**src/rtl/uart_fifo_mmio.sv**
```systemverilog
// uart_fifo_mmio: memory-mapped UART front end with TX/RX FIFOs.
// Bus side is a word-addressed, always-ready register port. Line side connects
// to a uart_lite instance.
//   clk, reset                       clock, synchronous active-high reset
//   cmd_valid/cmd_wr/cmd_addr/cmd_wdata   register access (0 DATA, 1 STATUS, 2 CTRL)
//   rsp_rdata                        read data, registered one cycle after the read
//   tx_rdy/tx_vld/tx_data            character handshake towards uart_lite
//   rx_valid/rx_data                 received-character strobe from uart_lite
//   irq                              registered level interrupt
module uart_fifo_mmio #(
  parameter int WL        = 32,
  parameter int DATA_BITS = 8,
  parameter int TX_DEPTH  = 16,
  parameter int RX_DEPTH  = 16
) (
  input  logic                 clk,
  input  logic                 reset,
  input  logic                 cmd_valid,
  input  logic                 cmd_wr,
  input  logic [1:0]           cmd_addr,
  input  logic [WL-1:0]        cmd_wdata,
  output logic [WL-1:0]        rsp_rdata,
  input  logic                 tx_rdy,
  output logic                 tx_vld,
  output logic [DATA_BITS-1:0] tx_data,
  input  logic                 rx_valid,
  input  logic [DATA_BITS-1:0] rx_data,
  output logic                 irq
);

  localparam int TXA = $clog2(TX_DEPTH);
  localparam int RXA = $clog2(RX_DEPTH);
  localparam logic [TXA:0] TX_CAP = (TXA+1)'(TX_DEPTH);
  localparam logic [RXA:0] RX_CAP = (RXA+1)'(RX_DEPTH);

  // state    | meaning
  // ST_IDLE  | waiting for tx_rdy with a queued character
  // ST_PULSE | tx_vld high for this cycle
  // ST_GUARD | covers uart_lite's tx_rdy deassert latency
  localparam logic [1:0] ST_IDLE  = 2'd0;
  localparam logic [1:0] ST_PULSE = 2'd1;
  localparam logic [1:0] ST_GUARD = 2'd2;

  logic [1:0] state;

  logic [DATA_BITS-1:0] tx_mem [TX_DEPTH];
  logic [DATA_BITS-1:0] rx_mem [RX_DEPTH];
  logic [TXA-1:0] tx_wr, tx_rd;
  logic [RXA-1:0] rx_wr, rx_rd;
  logic [TXA:0]   tx_count;
  logic [RXA:0]   rx_count;
  logic tx_ovf, rx_ovf, rx_ie, tx_ie;

  logic wr_data, rd_data, wr_status, wr_ctrl, rd_any;
  logic tx_flush, rx_flush;
  logic tx_full, tx_empty, rx_full, rx_empty;
  logic tx_push, tx_pop, tx_drop, rx_push, rx_pop, rx_drop;
  logic [WL-1:0] rd_mux;
  logic unused_wdata;

  assign rd_any    = cmd_valid & ~cmd_wr;
  assign wr_data   = cmd_valid & cmd_wr & (cmd_addr == 2'd0);
  assign rd_data   = rd_any & (cmd_addr == 2'd0);
  assign wr_status = cmd_valid & cmd_wr & (cmd_addr == 2'd1);
  assign wr_ctrl   = cmd_valid & cmd_wr & (cmd_addr == 2'd2);
  assign tx_flush  = wr_ctrl & cmd_wdata[2];
  assign rx_flush  = wr_ctrl & cmd_wdata[3];
  assign unused_wdata = &{1'b0, cmd_wdata};

  assign tx_full  = (tx_count == TX_CAP);
  assign tx_empty = (tx_count == '0);
  assign rx_full  = (rx_count == RX_CAP);
  assign rx_empty = (rx_count == '0);

  // A flush discards the FIFO, so nothing may be popped or pushed that cycle.
  assign tx_pop  = (state == ST_IDLE) & tx_rdy & ~tx_empty & ~tx_flush;
  assign tx_push = wr_data & ~tx_flush & (~tx_full | tx_pop);
  assign tx_drop = wr_data & ~tx_flush & tx_full & ~tx_pop;
  assign rx_pop  = rd_data & ~rx_empty & ~rx_flush;
  assign rx_push = rx_valid & ~rx_flush & (~rx_full | rx_pop);
  assign rx_drop = rx_valid & ~rx_flush & rx_full & ~rx_pop;

  always_ff @(posedge clk) begin
    if (tx_push) tx_mem[tx_wr] <= cmd_wdata[DATA_BITS-1:0];
    if (rx_push) rx_mem[rx_wr] <= rx_data;
  end

  always_ff @(posedge clk) begin
    if (reset || tx_flush) begin
      tx_wr    <= '0;
      tx_rd    <= '0;
      tx_count <= '0;
    end else begin
      if (tx_push) tx_wr <= tx_wr + 1'b1;
      if (tx_pop)  tx_rd <= tx_rd + 1'b1;
      tx_count <= tx_count + (TXA+1)'(tx_push) - (TXA+1)'(tx_pop);
    end
  end

  always_ff @(posedge clk) begin
    if (reset || rx_flush) begin
      rx_wr    <= '0;
      rx_rd    <= '0;
      rx_count <= '0;
    end else begin
      if (rx_push) rx_wr <= rx_wr + 1'b1;
      if (rx_pop)  rx_rd <= rx_rd + 1'b1;
      rx_count <= rx_count + (RXA+1)'(rx_push) - (RXA+1)'(rx_pop);
    end
  end

  always_ff @(posedge clk) begin
    if (reset) begin
      state   <= ST_IDLE;
      tx_vld  <= 1'b0;
      tx_data <= '0;
    end else begin
      case (state)
        ST_IDLE: begin
          if (tx_pop) begin
            tx_vld  <= 1'b1;
            tx_data <= tx_mem[tx_rd];
            state   <= ST_PULSE;
          end
        end
        ST_PULSE: begin
          tx_vld <= 1'b0;
          state  <= ST_GUARD;
        end
        default: state <= ST_IDLE;
      endcase
    end
  end

  // Overflow set wins over a same-cycle W1C so a fresh drop is never lost.
  always_ff @(posedge clk) begin
    if (reset) begin
      tx_ovf <= 1'b0;
      rx_ovf <= 1'b0;
      rx_ie  <= 1'b0;
      tx_ie  <= 1'b0;
      irq    <= 1'b0;
    end else begin
      if (wr_status && cmd_wdata[20]) tx_ovf <= 1'b0;
      if (wr_status && cmd_wdata[21]) rx_ovf <= 1'b0;
      if (tx_drop) tx_ovf <= 1'b1;
      if (rx_drop) rx_ovf <= 1'b1;
      if (wr_ctrl) begin
        rx_ie <= cmd_wdata[0];
        tx_ie <= cmd_wdata[1];
      end
      irq <= (rx_ie & ~rx_empty) | (tx_ie & tx_empty) | tx_ovf | rx_ovf;
    end
  end

  always_comb begin
    rd_mux = '0;
    case (cmd_addr)
      2'd0: begin
        if (!rx_empty) begin
          rd_mux[WL-1]          = 1'b1;
          rd_mux[DATA_BITS-1:0] = rx_mem[rx_rd];
        end
      end
      2'd1: begin
        rd_mux[7:0]  = 8'(tx_count);
        rd_mux[15:8] = 8'(rx_count);
        rd_mux[16]   = tx_full;
        rd_mux[17]   = tx_empty;
        rd_mux[18]   = rx_full;
        rd_mux[19]   = rx_empty;
        rd_mux[20]   = tx_ovf;
        rd_mux[21]   = rx_ovf;
      end
      2'd2: rd_mux[1:0] = {tx_ie, rx_ie};
      default: rd_mux = '0;
    endcase
  end

  always_ff @(posedge clk) begin
    if (reset) rsp_rdata <= '0;
    else if (rd_any) rsp_rdata <= rd_mux;
  end

endmodule

```
**config.mk**
```make
export PLATFORM = sky130hd
export DESIGN_NAME = uart_fifo_mmio
export DESIGN_NICKNAME = d
export VERILOG_FILES = /design/src/rtl/uart_fifo_mmio.sv
export SDC_FILE = /design/constraint.sdc
export NUM_CORES = 1
export LEC_CHECK = 0
export ABC_AREA = 1
export BUFFER_PORTS_ARGS = -buffer_cell sky130_fd_sc_hd__buf_2
export CAP_MARGIN = 20
export CELL_PAD_IN_SITES_DETAIL_PLACEMENT = 0
export CELL_PAD_IN_SITES_GLOBAL_PLACEMENT = 1
export CORE_ASPECT_RATIO = 0.6
export CORE_MARGIN = 4
export CORE_UTILIZATION = 44
export CTS_BUF_LIST = sky130_fd_sc_hd__clkbuf_16
export DETAILED_ROUTE_END_ITERATION = 7
export GPL_TIMING_DRIVEN = 0
export PLACE_DENSITY_LB_ADDON = 0.05
export SYNTH_ARGS = -nofsm -noshare
export SYNTH_HDL_FRONTEND = slang
export SYNTH_SLANG_ARGS = --single-unit
```
**constraint.sdc**
```tcl
create_clock -name clk -period 2.8 [get_ports clk]
set_input_delay 0.28 -clock clk [delete_from_list [all_inputs] [get_ports clk]]
set_output_delay 0.28 -clock clk [all_outputs]
set_load 0.01 [all_outputs]
```
==> reports/results.txt, run 1 <==
Yosys Warn Count - 0
Async SR Flop Fraction - 0
number of antenna violations at the first check in global routing - 0
Core ar. - 0.0302 sq mm
R2R cell count - 19
Iter 0 DRT Violations - 986
Worst EP arrival - 3200 ps
largest net degree at the start of global routing - 18
Remaining DRCs - 0
largest family of logic cells by synthesized area - simple AND/OR/NAND/NOR gates
CTS tree - built
Boundary Pins - 90
top cells by count, synth - 256 x edfxtp_1, 193 x nand2_1, 188 x nor2_1, 120 x inv_1, 100 x nand3_1
sequential share of the synthesized area - 0.663
Clock Latency Late Sink - 570 ps
CTS root buffer - clkbuf_16
CTS H-tree lvls - 1
WL final - 37500 microns
Detailed Place HPWL - 26300 microns
R2R Path End - rx_count[4]
setup violators final - 0
fin. max-slew vios - 0
Final min period - 2690 ps
synthesized instance count - 1257
CP endpoint kind - flop
DIE WIDTH - 235 microns
post-synth cell types - 44
crit path kind - flop to flop
area of the multi-input gates - 0.00376 sq mm
Row Count - 49
met2 wire len - 13400 microns
RSZ-0062 raised after global routing - true
Final Hold Vio Count - 0
Reg2Reg Setup Slack - 110 ps
status - finished, final reports clean
adder-cell share of the synthesized area - 0.0223
clock buffer count from CTS - 31
Filler Cell Count - 2750
FF/Latch Area - 0.00901 sq mm
fin worst setup slack - 107 ps
GRT Total Usage - 0.219
clock skew - 11.2 ps
Hold Path Class - input port to flop
top cell type by total area after synthesis - edfxtp_1
Synth Area in Simple Gates - 0.156
Hold WS - 39.4 ps
Tightest Pin Transition - 1110 ps
power density cells - 797 mW/mm^2
Lkg Pwr - 6.00 nW
Final ANT Viol Nets - 0
Initial Utilization - 0.450
Final Util - 0.517
Nets - 1440
number of global-route vias before repair - 8606
drt pass-1 iters - 5
Tcrit/Tclk final - 0.962
top-count cell post-synth - edfxtp_1
Relative slew margins - 0.259
Worst IR Drop VDD - 608 uV
Yosys top cell area share - 0.566
RR Startpoint - rx_count[2]
DR vias/cell - 5.26
Critical Path End - rx_count[4]
multiplexer share of the synthesized area - 0
Via Count - 9475
Yosys reg bits - 322
share of cells above drive strength 1 - 0.139
I/O Buffers - 54
Fmax - 371 MHz
Post-synth EDFFs - 256
highest routed layer - met4
Avg WL per Cell - 20.8 microns
CTS max path bufs - 3
synth top area cells - edfxtp_1 57%, dfxtp_1 9.7%, nand2_1 5.3%, nor2_1 5.2%, nand3_1 3.7%
Num Clock Sinks - 322
Critical Path Start Type - flop
Post-synth top flop - edfxtp_1
worst path required time - 3310 ps
first-pass GRT wire length - 55500 microns
Synth Area in XOR/XNOR - 0.00258
Met1 Wirelength - 20100 microns
total grt overflow - 0
pre-CTS setup slack - -265 ps
post-synthesis compound-gate area fraction - 0.0906
RePlAce Congestion - 0.850
Max-Cap Viols - 0
ant diodes - 0
die height - 144 microns
Mean Syn Cell Area - 10.8 sq um
met3 wire len - 3380 microns
Post-Syn Area - 0.0136 sq mm
Critical Path Fanout Max - 6
P&R area growth vs syn - 14.8%
clock slew at reported path FFs - 70 ps
Worst Setup SP - rx_count[2]
die area - 0.0338 sq mm
==> final cells by class <==
| cell class | count | area share |
|---|---|---|
| Sequential cell | 322 | 0.578 |
| Multi-Input combinational cell | 750 | 0.241 |
| Inverter | 129 | 0.0312 |
| Timing Repair Buffer | 68 | 0.0252 |
| Tap cell | 408 | 0.0327 |
| Clock buffer | 31 | 0.0498 |
| Buffer | 67 | 0.0256 |
| Clock inverter | 26 | 0.0161 |
==> flip-flops by register name (all words and copies together), names as in the netlist, named ones only <==
signal / flops
irq: 1
rsp_rdata: 20
tx_rd: 4
tx_ie: 1
rx_rd: 4
tx_data: 8
rx_count: 5
tx_ovf: 1
rx_ovf: 1
tx_mem: 128
tx_vld: 1
rx_wr: 4
rx_ie: 1
state: 2
tx_count: 5
rx_mem: 128
tx_wr: 4
==> power breakdown <==
part	internal, W	switching [W]	total, W
Clock	0.00247	0.00183	0.00431
Sequential	0.00537	0.000127	0.00550
Combinational	0.000864	0.00176	0.00262
Total	0.00871	0.00372	0.0124
==> through the flow <==
stage,TNS [ps],cells,cell area (sq um),total power (W)
after detailed placement,-2540,1733,14400,0.00809
after global routing,-1100,1801,15600,0.0130
final,0,1801,15600,0.0124
after global placement,-1670,1730,14400,0.00807
after floorplan,0,1268,13600,0.00718
after CTS,0,1792,15500,0.0124
==> kinds of logic after synthesis <==
kind of cell | count (synthesis)
and+or+nand+nor | 502
other | 1
AOI/OAI and AO/OA | 209
DFF | 322
xor gates and xnor gates | 4
buffers and inverters | 196
adders and majority gates | 23
==> worst min path at each step <==
stage	cells past startpoint	slack (ps)	end	start
final	4	40	rx_ovf	cmd_wdata[21]
after floorplan	0	380	rx_mem[0][0]	rx_data[0]
after CTS	4	10	rx_ovf	cmd_wdata[21]
after global placement	1	460	state[1]	state[1]
after global routing	4	30	rx_ovf	cmd_wdata[21]
after detailed placement	2	460	state[1]	state[0]
==> worst max-delay path: stages, from the launching register on <==
cell and delay (ps):
dfxtp_2 330, inv_1 50, ha_1 200, nand2_2 100, nor2_4 50, nand2_2 80
nand2_1 70, inv_2 80, nand2_4 80, nand2_4 90, nand3_4 70, ha_1 280
inv_1 40, ha_2 180, fa_2 370, inv_1 80, o21ai_0 100, a21oi_1 190
o21ai_1 80, a21oi_1 120
==> per-layer routing <==
layer  track usage  vias up
met5             0        -
met4        0.0370        0
met3        0.0585       39
met2         0.272      342
met1         0.372     4584
li1              -     4510
==> what timing repair did <==
action / CTS / global route
endpoints found under the setup margin: 73 / 102
hold endpoints to repair: 1 / 0
pin swaps: 1 / 5
hold buffers: 1 / 0
buffers inserted: 1 / 6
resized for setup: 8 / 6
==> layout by cell type, fill, tap and decap left out, types with 20 or more instances in the layout <==
cell type  instances
clkbuf_16         31
o21ai_1           24
o21ai_0           81
nand3_1          100
edfxtp_1         256
nor2_1           185
nand2_1          190
buf_4             27
ha_1              20
a21oi_1           37
dfxtp_1           64
buf_2             69
o211ai_1          42
inv_1            124
clkbuf_1          24
(Power assumes the default switching activity.)
==> run 2: changes to the inputs <==
Settings changed: ABC_AREA 1 to unset, CORE_UTILIZATION 44 to 46, CTS_CLUSTER_SIZE set to 30.
==> run 2 against run 1 <==
Net effect: via count fell by 24%; critical path depth fell by 13; global-route usage fell by 2.7 points; register-to-register slack got worse by 80 ps; critical path type unchanged; critical endpoint is now tx_data[4]; largest cell class unchanged.
==> reports/results.txt, run 2 <==
RSZ-0062 raised after global routing - true
Core ar. - 0.0276 sq mm (-8.4%)
synth top area cells - edfxtp_1 59%, dfxtp_1 10%, mux4_2 9.4%, nor2_1 2.3%, ha_1 2.0%
fin worst setup slack - 31.0 ps (-76.2 ps)
top cells by count, synth - 256 x edfxtp_1, 79 x nor2_1, 66 x dfxtp_1, 54 x mux4_2, 31 x nand2_1
ant diodes - 0 (unchanged)
post-synth cell types - 53 (+20%)
crit path kind - flop to flop
Clock power frac - 0.358 (+0.012)
Nets - 971 (-33%)
drt pass-1 iters - 5 (unchanged)
Post-DP Area - 0.0137 sq mm (-4.8%)
Logic pwr share - 0.160 (-0.051)
Largest regs - rx_mem (128), tx_mem (128), rsp_rdata (20)
DR vias/cell - 5.60 (+6.4%)
RePlAce Congestion - 0.788 (-7.4%)
Yosys reg bits - 322 (unchanged)
slowest cell delay on critical path - 660 ps (+290 ps)
Max-Cap Viols - 0 (unchanged)
setup violators final - 0 (unchanged)
Tightest Pin Transition - 1080 ps (-27.0 ps)
Boundary Pins - 90 (unchanged)
Critical Path Start Type - flop
Yosys top cell area share - 0.595 (+0.0286)
P_sw - 0.00295 W (-21%)
top cell type by total area after synthesis - edfxtp_1
sequential share of the synthesized area - 0.697 (+0.0335)
CTS max path bufs - 3 (unchanged)
clock buffer count from CTS - 30 (-3.2%)
die area - 0.0309 sq mm (-8.6%)
top-count cell post-synth - edfxtp_1
Hold Path Class - input port to flop
Critical Path Fanout Max - 10 (+4)
Avg WL per Cell - 22.9 microns (+10%)
Tcrit/Tclk final - 0.989 (+0.0272)
Final min period - 2770 ps (+76.2 ps)
clock skew - 17.1 ps (+5.91 ps)
CTS tree - built
Sw Share - 0.257 (-0.0420)
clock slew at reported path FFs - 70 ps (about the same)
Flop pwr share - 0.482 (+0.039)
Clock Latency Late Sink - 570 ps (about the same)
Reg2Reg Setup Slack - 30 ps (-80 ps)
Async SR Flop Fraction - 0 (unchanged)
WL final - 29600 microns (-21%)
Fmax - 361 MHz (-2.8%)
Num Clock Sinks - 322 (unchanged)
pre-CTS setup slack - -497 ps (-232 ps)
CP endpoint kind - flop
Post-synth EDFFs - 256 (unchanged)
Lkg Pwr - 5.12 nW (-15%)
Final Hold Vio Count - 0 (unchanged)
critical-path cell list - clkbuf_2 > buf_1 > mux4_2 > a22o_1 > o21ai_0 > a21oi_1
cell area after layout - 0.0150 sq mm (-4.0%)
Worst IR Drop VDD - 493 uV (-19%)
die height - 138 microns (-4.3%)
CTS root buffer - clkbuf_16
synthesized instance count - 786 (-37%)
Worst EP arrival - 3180 ps (-20 ps)
worst path required time - 3210 ps (-100 ps)
Pint - 0.00852 W (-2.2%)
share of cells above drive strength 1 - 0.259 (+0.120)
Iter 0 DRT Violations - 687 (-30%)
Row Count - 47 (-4.1%)
Relative slew margins - 0.277 (+0.0180)
fin. max-slew vios - 0 (unchanged)
DIE WIDTH - 224 microns (-4.4%)
total grt overflow - 0 (unchanged)
largest net degree at the start of global routing - 20 (+2)
Mean Syn Cell Area - 16.4 sq um (+52%)
number of global-route vias before repair - 7141 (-17%)
Post-synth top flop - edfxtp_1
Final Util - 0.542 (+0.0249)
GRT Total Usage - 0.192 (-0.0267)
I/O Buffers - 52 (-3.7%)
first-pass GRT wire length - 44400 microns (-20%)
P&R area growth vs syn - 15.8%
Via Count - 7222 (-24%)
Top delay family on crit path - compound AO/OA/AOI/OAI gates
CTS H-tree lvls - 1 (unchanged)
power density cells - 766 mW/mm^2 (-3.9%)
Initial Utilization - 0.468 (+0.0175)
number of antenna violations at the first check in global routing - 0 (unchanged)
Final ANT Viol Nets - 0 (unchanged)
WP buf/inv - 2 (-2)
Post-Syn Area - 0.0129 sq mm (-4.8%)
status - finished, final reports clean
Crit-path slowest cell - buf_1
commonest non-fill, non-tap cell in the layout - edfxtp_1
Hold WS - 68.6 ps (+29.2 ps)
most frequent cells in the layout - 256 x edfxtp_1, 79 x nor2_1, 64 x buf_2
Remaining DRCs - 0 (unchanged)
Hold-fix buffers, CTS - 0 (-1)
Detailed Place HPWL - 21200 microns (-19%)
Yosys Warn Count - 0 (unchanged)
## run 2: final cells by class
class / instances / area [sq um]
plain buffers: 54 / 330
clock buffers: 33 / 826
clock inverters: 22 / 179
fillers: 2255 / 12700
inverters: 17 / 63.8
multi-input cells: 404 / 3690
flip-flops and latches: 322 / 9010
well taps: 367 / 459
repair buffers: 71 / 410
## run 2: path summary, 6_finish.rpt
kind | startpoint | end | depth (start not counted)
max | tx_rd[2] | tx_data[4] | 6
min | cmd_wdata[20] | tx_ovf | 4
max reg2reg | tx_rd[2] | tx_data[4] | 6
min reg2reg | tx_data[7] | tx_data[7] | 2
## run 2: timing repair
item,4_1_cts,5_1_grt
buffers inserted,3,8
endpoints found under the setup margin,23,45
resized for setup,12,15
pin swaps,3,5
## run 2: through the flow
stage | power, W | setup TNS, ps | instances
finish | 0.0115 | 0 | 1290
global route | 0.0120 | -59.7 | 1290
CTS | 0.0114 | 0 | 1279
detailed placement | 0.00720 | -22350 | 1221
global placement | 0.00714 | -43390 | 1216
floorplan | 0.00668 | 0 | 797
## run 2: cell families after synthesis
logic type	after synthesis	share of synthesized area
flops	322	0.697
simple gates	182	0.0669
compound gates	96	0.0525
mux	72	0.117
buf+inv	71	0.0301
fa+ha+maj	23	0.0234
xor+xnor	19	0.0129
other cells	1	0.000290
## run 2: per-layer routing
metal / GRT usage / wire, microns / vias up
met5: 0 / 0 / -
met4: 0.0340 / 381 / 0
met3: 0.0468 / 2220 / 37
met2: 0.252 / 11700 / 239
met1: 0.323 / 15300 / 3696
li1: - / - / 3250
## run 2: worst register-to-register path, stage by stage (launching register included)
cell and delay (ps):
dfxtp_1 320, clkbuf_2 250, buf_1 660, mux4_2 440, a22o_1 210, o21ai_0 590
a21oi_1 150
## run 2: power by group through the flow
| stage | Clock (W) | Combinational [W] | Sequential (W) |
|---|---|---|---|
| 5_1_grt | 0.00443 | 0.00203 | 0.00555 |
| 4_1_cts | 0.00421 | 0.00169 | 0.00553 |
| 2_1_floorplan | 0 | 0.00109 | 0.00558 |
| 3_3_place_gp | 0 | 0.00154 | 0.00560 |
| 3_5_place_dp | 0 | 0.00159 | 0.00561 |
| 6_report | 0.00410 | 0.00183 | 0.00553 |
